## config.mk

```make
export PLATFORM = sky130hd
export DESIGN_NAME = tsc_capture_param
export DESIGN_NICKNAME = d
export VERILOG_FILES = /design/src/rtl/tsc_capture_param.sv
export SDC_FILE = /design/constraint.sdc
export NUM_CORES = 1
export LEC_CHECK = 0
export CAP_MARGIN = 0
export CELL_PAD_IN_SITES_DETAIL_PLACEMENT = 1
export CELL_PAD_IN_SITES_GLOBAL_PLACEMENT = 1
export CORE_MARGIN = 2
export CORE_UTILIZATION = 46
export DETAILED_ROUTE_END_ITERATION = 10
export PLACE_DENSITY_LB_ADDON = 0.12
export SYNTH_ARGS = -nofsm -noshare
export SYNTH_HDL_FRONTEND = slang
export SYNTH_SLANG_ARGS = --single-unit
```

## constraint.sdc

```tcl
create_clock -name clk -period 2.8 [get_ports clk]
set_input_delay 0.56 -clock clk [delete_from_list [all_inputs] [get_ports clk]]
set_output_delay 0.56 -clock clk [all_outputs]
set_load 0.02 [all_outputs]
```

## src/rtl/tsc_capture_param.sv

```systemverilog
// tsc_capture_param: trigger-sample-capture with a DEPTH-entry ring buffer and
// UART-style serial readout of the stored samples, oldest first.
// Ports:
//   clk, reset          clock and synchronous active-high reset.
//   start               arms a capture (IDLE only); trig_level/trig_mode latched then.
//   adc_data/adc_rdy    ADC sample and valid; accepted whenever req && adc_rdy.
//   sbf                 send-buffer request (IDLE only).
//   req                 sample request, high through ARMED and POST.
//   trd                 capture complete (held until next start or reset).
//   cd                  one-cycle pulse when the serial transfer completes.
//   busy                high in any state except IDLE.
//   trigtm              timer value at the trigger sample.
//   sd                  serial data, idles high.
// Optional macro TSC_PARITY_EN: adds an even-parity bit before the stop bit.
module tsc_capture_param #(
  parameter int DW      = 8,
  parameter int DEPTH   = 32,
  parameter int POST_N  = 16,
  parameter int BIT_DIV = 1
) (
  input  logic          clk,
  input  logic          reset,
  input  logic          start,
  input  logic [DW-1:0] trig_level,
  input  logic [1:0]    trig_mode,
  input  logic [DW-1:0] adc_data,
  input  logic          adc_rdy,
  input  logic          sbf,
  output logic          req,
  output logic          trd,
  output logic          cd,
  output logic          busy,
  output logic [31:0]   trigtm,
  output logic          sd
);

  localparam int AW = $clog2(DEPTH);
`ifdef TSC_PARITY_EN
  localparam int PB = 1;
`else
  localparam int PB = 0;
`endif
  localparam int FL  = DW + 2 + PB;             // bits per frame
  localparam int BW  = $clog2(FL);
  localparam int DVW = (BIT_DIV > 1) ? $clog2(BIT_DIV) : 1;
  localparam int PW  = $clog2(POST_N + 1);
  localparam logic [AW:0] FULL = (AW+1)'(DEPTH);

  typedef enum logic [1:0] {S_IDLE, S_ARMED, S_POST, S_SEND} state_t;

  state_t          state_q, state_d;
  logic [DW-1:0]   lvl_q, lvl_d;
  logic [1:0]      mode_q, mode_d;
  logic [31:0]     timer_q, timer_d;
  logic [AW-1:0]   wptr_q, wptr_d;
  logic [AW:0]     fill_q, fill_d;
  logic [DW-1:0]   prev_q, prev_d;
  logic            prev_vld_q, prev_vld_d;
  logic [PW-1:0]   post_q, post_d;
  logic            trd_q, trd_d;
  logic            cd_q, cd_d;
  logic [31:0]     trigtm_q, trigtm_d;
  logic [AW-1:0]   rptr_q, rptr_d;
  logic [AW:0]     frames_q, frames_d;
  logic [BW-1:0]   bit_q, bit_d;
  logic [DVW-1:0]  div_q, div_d;

  logic [DW-1:0]   mem [DEPTH];
  logic            mem_we;

  logic            capturing;
  logic            accept;
  logic            hit;
  logic [DW-1:0]   cur;
  logic [DW-1:0]   cur_sh;
  logic [BW-1:0]   data_idx;
  logic            ser;

  assign capturing = (state_q == S_ARMED) || (state_q == S_POST);
  assign accept    = capturing && adc_rdy;

  // Crossing modes need a previous sample from this capture run.
  always_comb begin
    hit = 1'b0;
    case (mode_q)
      2'd1:    hit = prev_vld_q && (prev_q < lvl_q) && (adc_data >= lvl_q);
      2'd2:    hit = prev_vld_q && (prev_q > lvl_q) && (adc_data <= lvl_q);
      default: hit = (adc_data >= lvl_q);
    endcase
  end

  // Serial bit selection for the frame currently being shifted out.
  always_comb begin
    cur      = mem[rptr_q];
    data_idx = bit_q - BW'(1);
    cur_sh   = cur >> data_idx;
    ser      = 1'b1;
    if (bit_q == '0) begin
      ser = 1'b0;
    end else if (bit_q <= BW'(DW)) begin
      ser = cur_sh[0];
`ifdef TSC_PARITY_EN
    end else if (bit_q == BW'(DW + 1)) begin
      ser = ^cur;
`endif
    end
  end

  always_comb begin
    state_d    = state_q;
    lvl_d      = lvl_q;
    mode_d     = mode_q;
    timer_d    = timer_q;
    wptr_d     = wptr_q;
    fill_d     = fill_q;
    prev_d     = prev_q;
    prev_vld_d = prev_vld_q;
    post_d     = post_q;
    trd_d      = trd_q;
    cd_d       = 1'b0;
    trigtm_d   = trigtm_q;
    rptr_d     = rptr_q;
    frames_d   = frames_q;
    bit_d      = bit_q;
    div_d      = div_q;
    mem_we     = 1'b0;

    case (state_q)
      S_IDLE: begin
        if (start) begin
          lvl_d      = trig_level;
          mode_d     = trig_mode;
          timer_d    = '0;
          wptr_d     = '0;
          fill_d     = '0;
          prev_vld_d = 1'b0;
          trd_d      = 1'b0;
          state_d    = S_ARMED;
        end else if (sbf) begin
          if (fill_q == '0) begin
            cd_d = 1'b1;
          end else begin
            // Oldest entry; a full buffer has fill[AW-1:0]==0 so it starts at wptr.
            rptr_d   = wptr_q - fill_q[AW-1:0];
            frames_d = fill_q;
            bit_d    = '0;
            div_d    = '0;
            state_d  = S_SEND;
          end
        end
      end

      S_ARMED, S_POST: begin
        timer_d = timer_q + 32'd1;
        if (accept) begin
          mem_we = 1'b1;
          wptr_d = wptr_q + AW'(1);
          if (fill_q != FULL) fill_d = fill_q + (AW+1)'(1);
          if (state_q == S_ARMED) begin
            prev_d     = adc_data;
            prev_vld_d = 1'b1;
            if (hit) begin
              trigtm_d = timer_q;
              post_d   = '0;
              state_d  = S_POST;
            end
          end else begin
            post_d = post_q + PW'(1);
            if (post_q == PW'(POST_N - 1)) begin
              trd_d   = 1'b1;
              state_d = S_IDLE;
            end
          end
        end
      end

      S_SEND: begin
        if (div_q == DVW'(BIT_DIV - 1)) begin
          div_d = '0;
          if (bit_q == BW'(FL - 1)) begin
            bit_d    = '0;
            rptr_d   = rptr_q + AW'(1);
            frames_d = frames_q - (AW+1)'(1);
            if (frames_q == (AW+1)'(1)) begin
              cd_d    = 1'b1;
              state_d = S_IDLE;
            end
          end else begin
            bit_d = bit_q + BW'(1);
          end
        end else begin
          div_d = div_q + DVW'(1);
        end
      end

      default: state_d = S_IDLE;
    endcase
  end

  always_ff @(posedge clk) begin
    if (reset) begin
      state_q    <= S_IDLE;
      lvl_q      <= '0;
      mode_q     <= '0;
      timer_q    <= '0;
      wptr_q     <= '0;
      fill_q     <= '0;
      prev_q     <= '0;
      prev_vld_q <= 1'b0;
      post_q     <= '0;
      trd_q      <= 1'b0;
      cd_q       <= 1'b0;
      trigtm_q   <= '0;
      rptr_q     <= '0;
      frames_q   <= '0;
      bit_q      <= '0;
      div_q      <= '0;
    end else begin
      state_q    <= state_d;
      lvl_q      <= lvl_d;
      mode_q     <= mode_d;
      timer_q    <= timer_d;
      wptr_q     <= wptr_d;
      fill_q     <= fill_d;
      prev_q     <= prev_d;
      prev_vld_q <= prev_vld_d;
      post_q     <= post_d;
      trd_q      <= trd_d;
      cd_q       <= cd_d;
      trigtm_q   <= trigtm_d;
      rptr_q     <= rptr_d;
      frames_q   <= frames_d;
      bit_q      <= bit_d;
      div_q      <= div_d;
    end
  end

  // Buffer storage carries no reset; contents are only read after being written.
  always_ff @(posedge clk) begin
    if (mem_we) mem[wptr_q] <= adc_data;
  end

  assign req    = capturing;
  assign busy   = (state_q != S_IDLE);
  assign trd    = trd_q;
  assign cd     = cd_q;
  assign trigtm = trigtm_q;
  assign sd     = (state_q == S_SEND) ? ser : 1'b1;

endmodule

```

# Yosys cells after proc, flatten, opt, wreduce, memory -nomap -nowiden
# Memory sizes are Yosys's and may differ from the RTL's. A register that Yosys moved wholly into a read port is not among the register bits.
# Index checks and enable logic that the tools add are counted.
word_totals:
  output_inout_bits: 37
  n_memories: 1
  register_bits: 119
  ramBits: 256
mem_list:
  columns: ["memory", "depth", "word_bits", "rd", "rd_clocked_by_memory_dff", "write_ports", "line", "source"]
  rows:
  - ["mem", 32, 8, 1, 1, 1, "68", "logic [DW-1:0] mem [DEPTH];"]
classes:
  n_shift: 1
  magnitude_cmp: 5
  n_reduce_logical: 26
  n_mux: 70
  n_eq_ne: 26
  n_addsub: 10
ops:
  columns: ["operator", "count"]
  rows:
  - ["$pmux 32 s2", 1]
  - ["$mux 5", 11]
  - ["$mux 6", 8]
  - ["$add 32x1->32 const B", 1]
  - ["$mux 32", 1]
  - ["$ne 2x2->1 const B", 13]
  - ["$pmux 6 s2", 2]
  - ["$mux 1", 23]
  - ["$mux 2", 10]
  - ["$mux 4", 5]
  - ["$pmux 5 s2", 2]
  - ["$reduce_and 4->1", 4]
  - ["$add 5x1->5 const B", 3]
  - ["$ne 3x3->1 const B", 4]
  - ["$pmux 1 s2", 5]
  - ["$reduce_and 5->1", 2]
  - ["$reduce_and 3->1", 3]
  - ["$ge 8x8->1", 1]
  - ["$gt 8x8->1", 1]
  - ["$le 8x8->1", 1]
  - ["$lt 8x8->1", 1]
  - ["$pmux 4 s2", 1]
  - ["$reduce_and 8->1", 1]
  - ["$shr 8x4->1", 1]
  - ["23 further kinds", 33]

# Depth between registers and ports, before layout
# Gate-level depths: netlist (run 1).
logic_depth:
  word_depth: 8
  mapped_depth: 12
  ltp_nobuf: 10

# Worst setup path after synthesis (run 1)
# OpenSTA, ideal clock, no wires.
synth_path:
  path_kind: "reg-to-output"
  startpoint: "register bit_q[0]"
  endpoint: "output sd"
  arrival_ns: 2.553
  path_stages_with_launch: 13
  setup_slack_ns: -0.313
  path_cell_list: "dfxtp_1 -> clkbuf_1 -> inv_1 -> ha_1 -> clkbuf_1 -> nand2_1 -> a311oi_1 -> nand3_1 -> nand4_1 -> o41ai_1 -> o311ai_0 -> o221ai_1 -> o21ai_1"
synth_via:
  elab_chain_cells: 5
  word_cells_on_any_way: 7
  classes_between: "add/sub: 1; order compare: 1; shift: 1; mux: 3; reduce/logical: 1"
synth_rtl:
  columns: ["element", "line", "source"]
  rows:
  - ["start, declared", "65", "logic [BW-1:0] bit_q, bit_d;"]
  - ["start signal, assigned", "233", "bit_q <= bit_d;"]
  - ["$sub 4x1->4", "95", "data_idx = bit_q - BW'(1);"]
  - ["$shr 8x4->1", "96", "cur_sh = cur >> data_idx;"]
  - ["$mux 1", "100", "end else if (bit_q <= BW'(DW)) begin"]
  - ["$mux 1 (*)", "98", "if (bit_q == '0) begin"]
  - ["$mux 1 (*)", "248", "assign sd = (state_q == S_SEND) ? ser : 1'b1;"]
  - ["end, declared", "34", "output logic sd"]
# Mark *: on every way between the ends. The rest lies on a longest branch, timed or not.

==> qor.yml, run 1 <==
min_path:
  hp-start: "lvl_q[1]"
  hold_depth: 2
  hold_path_end: "lvl_q[1]"
  hp-class: "flip-flop to flip-flop"
synth:
  avgSynthCellArea_sq_um: 13.1
  synth-edff-count: 256
  ys.warnings.count: 0
  ys_top_cells_by_area: "edfxtp_1, dfxtp_1, mux4_2"
  synth_top_area_share_pct: 47.6
  synthCells: 1234
  synth-main-ff-cell: "edfxtp_1"
  synth_area_sq_um: 16200
  synth_top_cell_by_area: "edfxtp_1"
  synth_cell_type_count: 64
  syn-num-nets: 1299
  seq_area_frac_synth_pct: 62.8
  async_flop_share_pct: 0
  ys_ff_latch: 379
clock_tree:
  cts_made_buffers: 41
  insertion_delay_ns: 0.54
  tritoncts: "yes"
  cts-root-buf: "clkbuf_16"
  path_clk_slew_ns: 0.06
  clock-sinks: 379
  postCtsHoldBufs: 0
  cts_buffer_depth: 3
  htree_levels: 2
cells_and_area:
  fillers: 3502
  num-nets-final: 1470
  area_delta_synth_final_pct: 21.4
  stdcell_area_sq_um: 19600
  drive_gt1_share_pct: 18.6
  finalNonFillerCells: 1892
  layout_commonest_cell: "edfxtp_1"
  most-common-layout-cells: "edfxtp_1, dfxtp_1, buf_4"
  antenna_cells: 0
placement:
  place_congestion: 0.823
  dpl_cell_area_sq_um: 18200
  placement.io_buffers: 59
  dpl.hpwl_um: 28600
  pre_cts_ws_ns: -0.764
  dp.cells: 1812
critical_path:
  start_kind: "flip-flop"
  r2r-end: "trigtm[27]"
  required_ns: 2.24
  path_max_fanout: 8
  crit_type: "flip-flop to primary output"
  arrival_ns: 3.03
  endpoint_kind: "primary output"
  worstRegToRegCells: 12
  r2r_setup_slack_ns: 0.22
  reg2reg_from: "lvl_q[2]"
drt:
  postRouteAntennaNets: 0
  dr.pass1.iters: 5
  drt_wl_total_um: 42700
  wl_per_cell_um: 22.6
  num_vias: 10800
  drcViolationCount: 0
  via_per_inst: 5.71
  drt-initial-drc-count: 661
floorplan:
  dieArea_sq_um: 36600
  fp.dieW_um: 191
  die_y_um: 191
  ios: 60
  num_rows: 68
  core_sq_um: 34500
  start_util_pct: 46.8
timing:
  grt_setup_unrepaired: "yes"
  slew_headroom_pct: 39.9
  fin_skew_ns: 0.0168
  timing.final.crit_share_pct: 128
  final.min_clock_period_ns: 3.59
  setup_viol: 1
  setup_tns_ns: -0.793
  max_freq_mhz: 278
  worst_slew_pin_slew_ns: 0.892
  setup_ws_ns: -0.793
  hold_violations: 0
  finalMaxSlewViolations: 0
job:
  maxCapViolCount: 0
run_status:
  status: "finished, violations left"
  violations: "setup timing"
power_and_ir_drop:
  peakVddDrop_v: 0.000628
  p_per_area_nw_per_um2: 699
  power.total_mw: 13.7
  total_leakage_power_nw: 6.55
global_route:
  grt_pass1_wl_um: 66700
  antenna_found_initial: 0
  grt-ovfl-total: 0
  grt_usage_pct: 24.1
  grt_max_degree: 56
  grt_pass1_vias: 11600
## final cells by class
class | instances | area [sq um] | area share (%)
clock inverter | 27 | 228 | 1.16
timing repair buffer | 191 | 1790 | 9.11
tap | 455 | 569 | 2.90
inverter | 35 | 131 | 0.670
clock buffer | 48 | 1070 | 5.48
multi-input combinational | 757 | 5660 | 28.9
sequential | 379 | 10200 | 51.8
## cells in the mapped netlist, drive strengths merged, types with 4 or more instances
cell type    n
edfxtp     256
dfxtp      123
nor2       105
nand2       96
a21oi       88
nand3       61
o21ai       58
mux4        54
clkbuf      43
ha          41
mux2i       40
inv         35
xor2        27
buf         20
nor3        18
nand4       17
xnor2       11
a22oi       10
or3         10
and2         9
and3         9
nand3b       8
nor2b        8
a211oi       7
o22ai        7
a31oi        6
mux2         6
a21o         5
o31ai        5
a311oi       4
nand2b       4
o311ai       4
## metrics by stage
step	hold WS, ns	utilization (%)
floorplan	0.436	-
global placement	0.446	52.6
detailed placement	0.455	52.6
CTS	0.463	56.7
global route	0.475	56.8
finish	0.460	56.8
## power by group
part           internal [mW]  total, mW  switching (mW)
clock                   3.03       5.23            2.20
sequential              6.09       6.19           0.100
combinational          0.925       2.29            1.36
## sequential cells by signal (all words and copies together) (netlist names), named ones only
register,flops
mem,256
timer_q,32
trigtm,32
lvl_q,8
prev_q,8
fill_q,6
frames_q,6
post_q,5
rptr_q,5
wptr_q,5
bit_q,4
mode_q,2
state_q,2
cd,1
prev_vld_q,1
trd,1
## worst max-delay path: stages, from the launching register on
cell	delay, ns
dfxtp_4	0.43
buf_12	0.15
buf_4	0.16
mux4_2	0.51
mux4_2	0.51
mux2i_1	0.17
nor2_1	0.06
o221ai_1	0.23
o21ai_2	0.13
buf_6	0.15
## logic make-up after synthesis
family                     share of synthesized area, %
AOI/OAI and AO/OA                                  8.03
adders and majority gates                          3.30
buffers and inverters                              2.67
muxes                                              10.7
and+or+nand+nor                                    10.4
DFF                                                62.8
xor gates and xnor gates                           2.06
## worst max path at each step
stage | from | depth (start not counted) | end
2_1_floorplan | bit_q[0] | 10 | sd
3_3_place_gp | flip-flop | 8 | sd
3_5_place_dp | flip-flop | 10 | sd
4_1_cts | flip-flop | 9 | sd
5_1_grt | flip-flop | 11 | sd
6_report | flip-flop | 9 | sd
## repair_timing
item,4_1_cts,5_1_grt
gates cloned,1,0
setup buffers,4,0
pin swaps,3,1
gates resized for setup,15,8
setup endpoints to repair,1,4
## layer usage
layer  routed length [um]  vias up  GRT usage (%)
met5                    0        -              0
met4                 1110        0           6.86
met3                 2070       76           4.17
met2                21000      231           40.7
met1                18600     5525           32.1
li1                     -     4975              -
Power figures use the tool's default switching activity.
==> run 2: changes to the inputs <==
--- a/config.mk
+++ b/config.mk
@@ -11,4 +11,5 @@
 export CORE_MARGIN = 2
 export CORE_UTILIZATION = 46
+export CTS_CLUSTER_DIAMETER = 50
 export DETAILED_ROUTE_END_ITERATION = 10
 export PLACE_DENSITY_LB_ADDON = 0.12
==> constraint.sdc (replaced) <==
create_clock -name clk -period 2.8 [get_ports clk]
set_input_delay 0.28 -clock clk [delete_from_list [all_inputs] [get_ports clk]]
set_output_delay 0.28 -clock clk [all_outputs]
set_load 0.02 [all_outputs]
==> run 2 against run 1 <==
The run still ends with setup timing left. Core utilization rose by 1.0 points. Clock power increased by 17%. Die area stayed put. Routed wire length up 2.8%. Non-clock buffer count is 2 lower. Total power increased by 7.2%. Combinational power is 3% higher. Clock skew is 0.0041 ns lower. Cell count grew 0.48%. Maximum frequency rose by 7.5%. Critical path depth grew 1. Sequential cell count did not move. Critical path type unchanged. Largest cell class unchanged.
==> qor.yml, run 2 (synthesis results as in run 1) <==
critical_path:
  critical-path-top-delay-family: "multiplexers"
  worstPathCellList: "buf_12 -> buf_12 -> mux4_2 -> mux2i_2 -> nor4_1 -> nor4b_1 -> o21ai_1 -> o221ai_1 -> o21ai_2 -> buf_6"
  worst_path_largest_cell_delay_ns: 0.51
  crit_slowest_cell: "mux4_2"
  start_kind: "flip-flop"
  worstRegToRegCells: 12
  cp_common_cell: "buf_12"
  path_buf_inv: 3
  endpoint_kind: "primary output"
  arrival_ns: 3.06
  path_max_fanout: 7
  r2r-end: "trigtm[11]"
  crit_type: "flip-flop to primary output"
  reg2reg_from: "lvl_q[3]"
  required_ns: 2.52
  r2r_setup_slack_ns: 0.16
min_path:
  hold_path_end: "state_q[1]"
  hp-class: "primary input to flip-flop"
  hp-start: "reset"
  hold_depth: 3
power_and_ir_drop:
  p_per_area_nw_per_um2: 736
  power_frac_seq_pct: 42.1
  p_clk_share_pct: 41.8
  power.internal_mw: 10.9
  peakVddDrop_v: 0.000428
  switchingPower_mw: 3.84
  p_comb_share_pct: 16.1
  swShare_pct: 26.1
  total_leakage_power_nw: 6.71
clock_tree:
  insertion_delay_ns: 0.55
  cts-root-buf: "clkbuf_16"
  tritoncts: "yes"
  cts_buffer_depth: 3
  clock-sinks: 379
  cts_made_buffers: 46
  postCtsHoldBufs: 0
  path_clk_slew_ns: 0.06
  htree_levels: 2
cells_and_area:
  finalNonFillerCells: 1901
  layout_commonest_cell: "edfxtp_1"
  antenna_cells: 0
  fin_util_pct: 57.8
  fillers: 3461
  area_delta_synth_final_pct: 23.6
  most-common-layout-cells: "edfxtp_1, dfxtp_1, buf_4"
  top_register: "mem"
  stdcell_area_sq_um: 20000
  largest_reg_flops: 256
  num-nets-final: 1473
  drive_gt1_share_pct: 20.2
drt:
  dr.pass1.iters: 5
  drcViolationCount: 0
  num_vias: 10900
  wl_per_cell_um: 23.1
  via_per_inst: 5.72
  drt_wl_total_um: 43900
  postRouteAntennaNets: 0
  drt-initial-drc-count: 773
floorplan:
  start_util_pct: 46.8
  fp.dieW_um: 191
  num_rows: 68
  core_sq_um: 34500
  ios: 60
  die_y_um: 191
  dieArea_sq_um: 36600
timing:
  setup_ws_ns: -0.541
  max_freq_mhz: 299
  grt_setup_unrepaired: "yes"
  finalMaxSlewViolations: 0
  final.min_clock_period_ns: 3.34
  fin_skew_ns: 0.0127
  timing.final.crit_share_pct: 119
  slew_headroom_pct: 37.4
  hold_violations: 0
  setup_viol: 1
  worst_slew_pin_slew_ns: 0.939
placement:
  dpl_cell_area_sq_um: 18000
  dp.cells: 1802
  placement.io_buffers: 59
  dpl.hpwl_um: 28200
  place_congestion: 0.831
  pre_cts_ws_ns: -0.588
job:
  maxCapViolCount: 0
global_route:
  grt_max_degree: 79
  grt_pass1_vias: 11300
  grt_usage_pct: 23.9
  antenna_found_initial: 0
  grt_pass1_wl_um: 66200
  grt-ovfl-total: 0
run_status:
  status: "finished, violations left"
  violations: "setup timing"
==> run 2: cell count changes in the layout (fill, tap and decap cells not counted), moves of 4 or more <==
cell        delta
clkbuf_16      +9
clkinvlp_4     -5
mux4_2         +4
mux4_1         -4
clkinv_4       +6
clkinv_1       -5
buf_4          -8
==> run 2: final cells by class <==
class / instances / area [sq um] / share of cell area, %
Inverter: 35 / 131 / 0.658
Clock buffer: 57 / 1270 / 6.34
Clock inverter: 29 / 329 / 1.65
Tap cell: 455 / 569 / 2.85
Multi-Input combinational cell: 757 / 5690 / 28.5
Timing Repair Buffer: 189 / 1820 / 9.12
Sequential cell: 379 / 10200 / 50.9
==> run 2: worst max path at each step <==
stage	depth (start not counted)	slack (ns)	endpoint	startpoint
final	10	-0.54	sd	flip-flop
after global routing	10	-0.63	sd	flip-flop
after CTS	9	-0.59	sd	flip-flop
after detailed placement	10	-0.59	sd	flip-flop
after global placement	10	-0.47	sd	flip-flop
after floorplan	12	0.05	sd	bit_q[0]
==> run 2: power groups by stage <==
stage | Combinational (mW) | Sequential (mW) | Clock [mW]
floorplan | 1.33 | 6.28 | 0
global placement | 2.19 | 6.30 | 0
detailed placement | 2.24 | 6.31 | 0
CTS | 2.29 | 6.19 | 6.26
global route | 2.57 | 6.20 | 6.47
finish | 2.36 | 6.19 | 6.14
==> run 2: metal layers <==
metal	vias up	global-route usage [%]	share of wire (%)
li1	4975	-	-
met1	5543	32.5	43
met2	277	39.9	49
met3	72	3.69	5.0
met4	0	6.95	2.3
met5	-	0	0
==> run 2: worst reg2reg max path: cells and delay by family, from the launching register on <==
kind | cells | cell delay [ns]
compound gates | 3 | 0.61
fa+ha+maj | 1 | 0.32
buf+inv | 3 | 0.49
flops | 1 | 0.33
mux | 1 | 0.33
simple gates | 4 | 0.50
==> run 2: timing repair <==
item / CTS / global route
resized for setup: 17 / 24
pin swaps: 4 / 11
setup endpoints to repair: 1 / 13
gates cloned: 1 / 2
buffers inserted: 6 / 4
==> run 2: through the flow <==
stage,TNS [ns],hold WS (ns),power (mW)
floorplan,0,0.379,7.61
global placement,-1.88,0.446,8.49
detailed placement,-3.17,0.451,8.54
CTS,-0.591,0.127,14.7
global route,-0.627,0.146,15.2
finish,-0.541,0.154,14.7
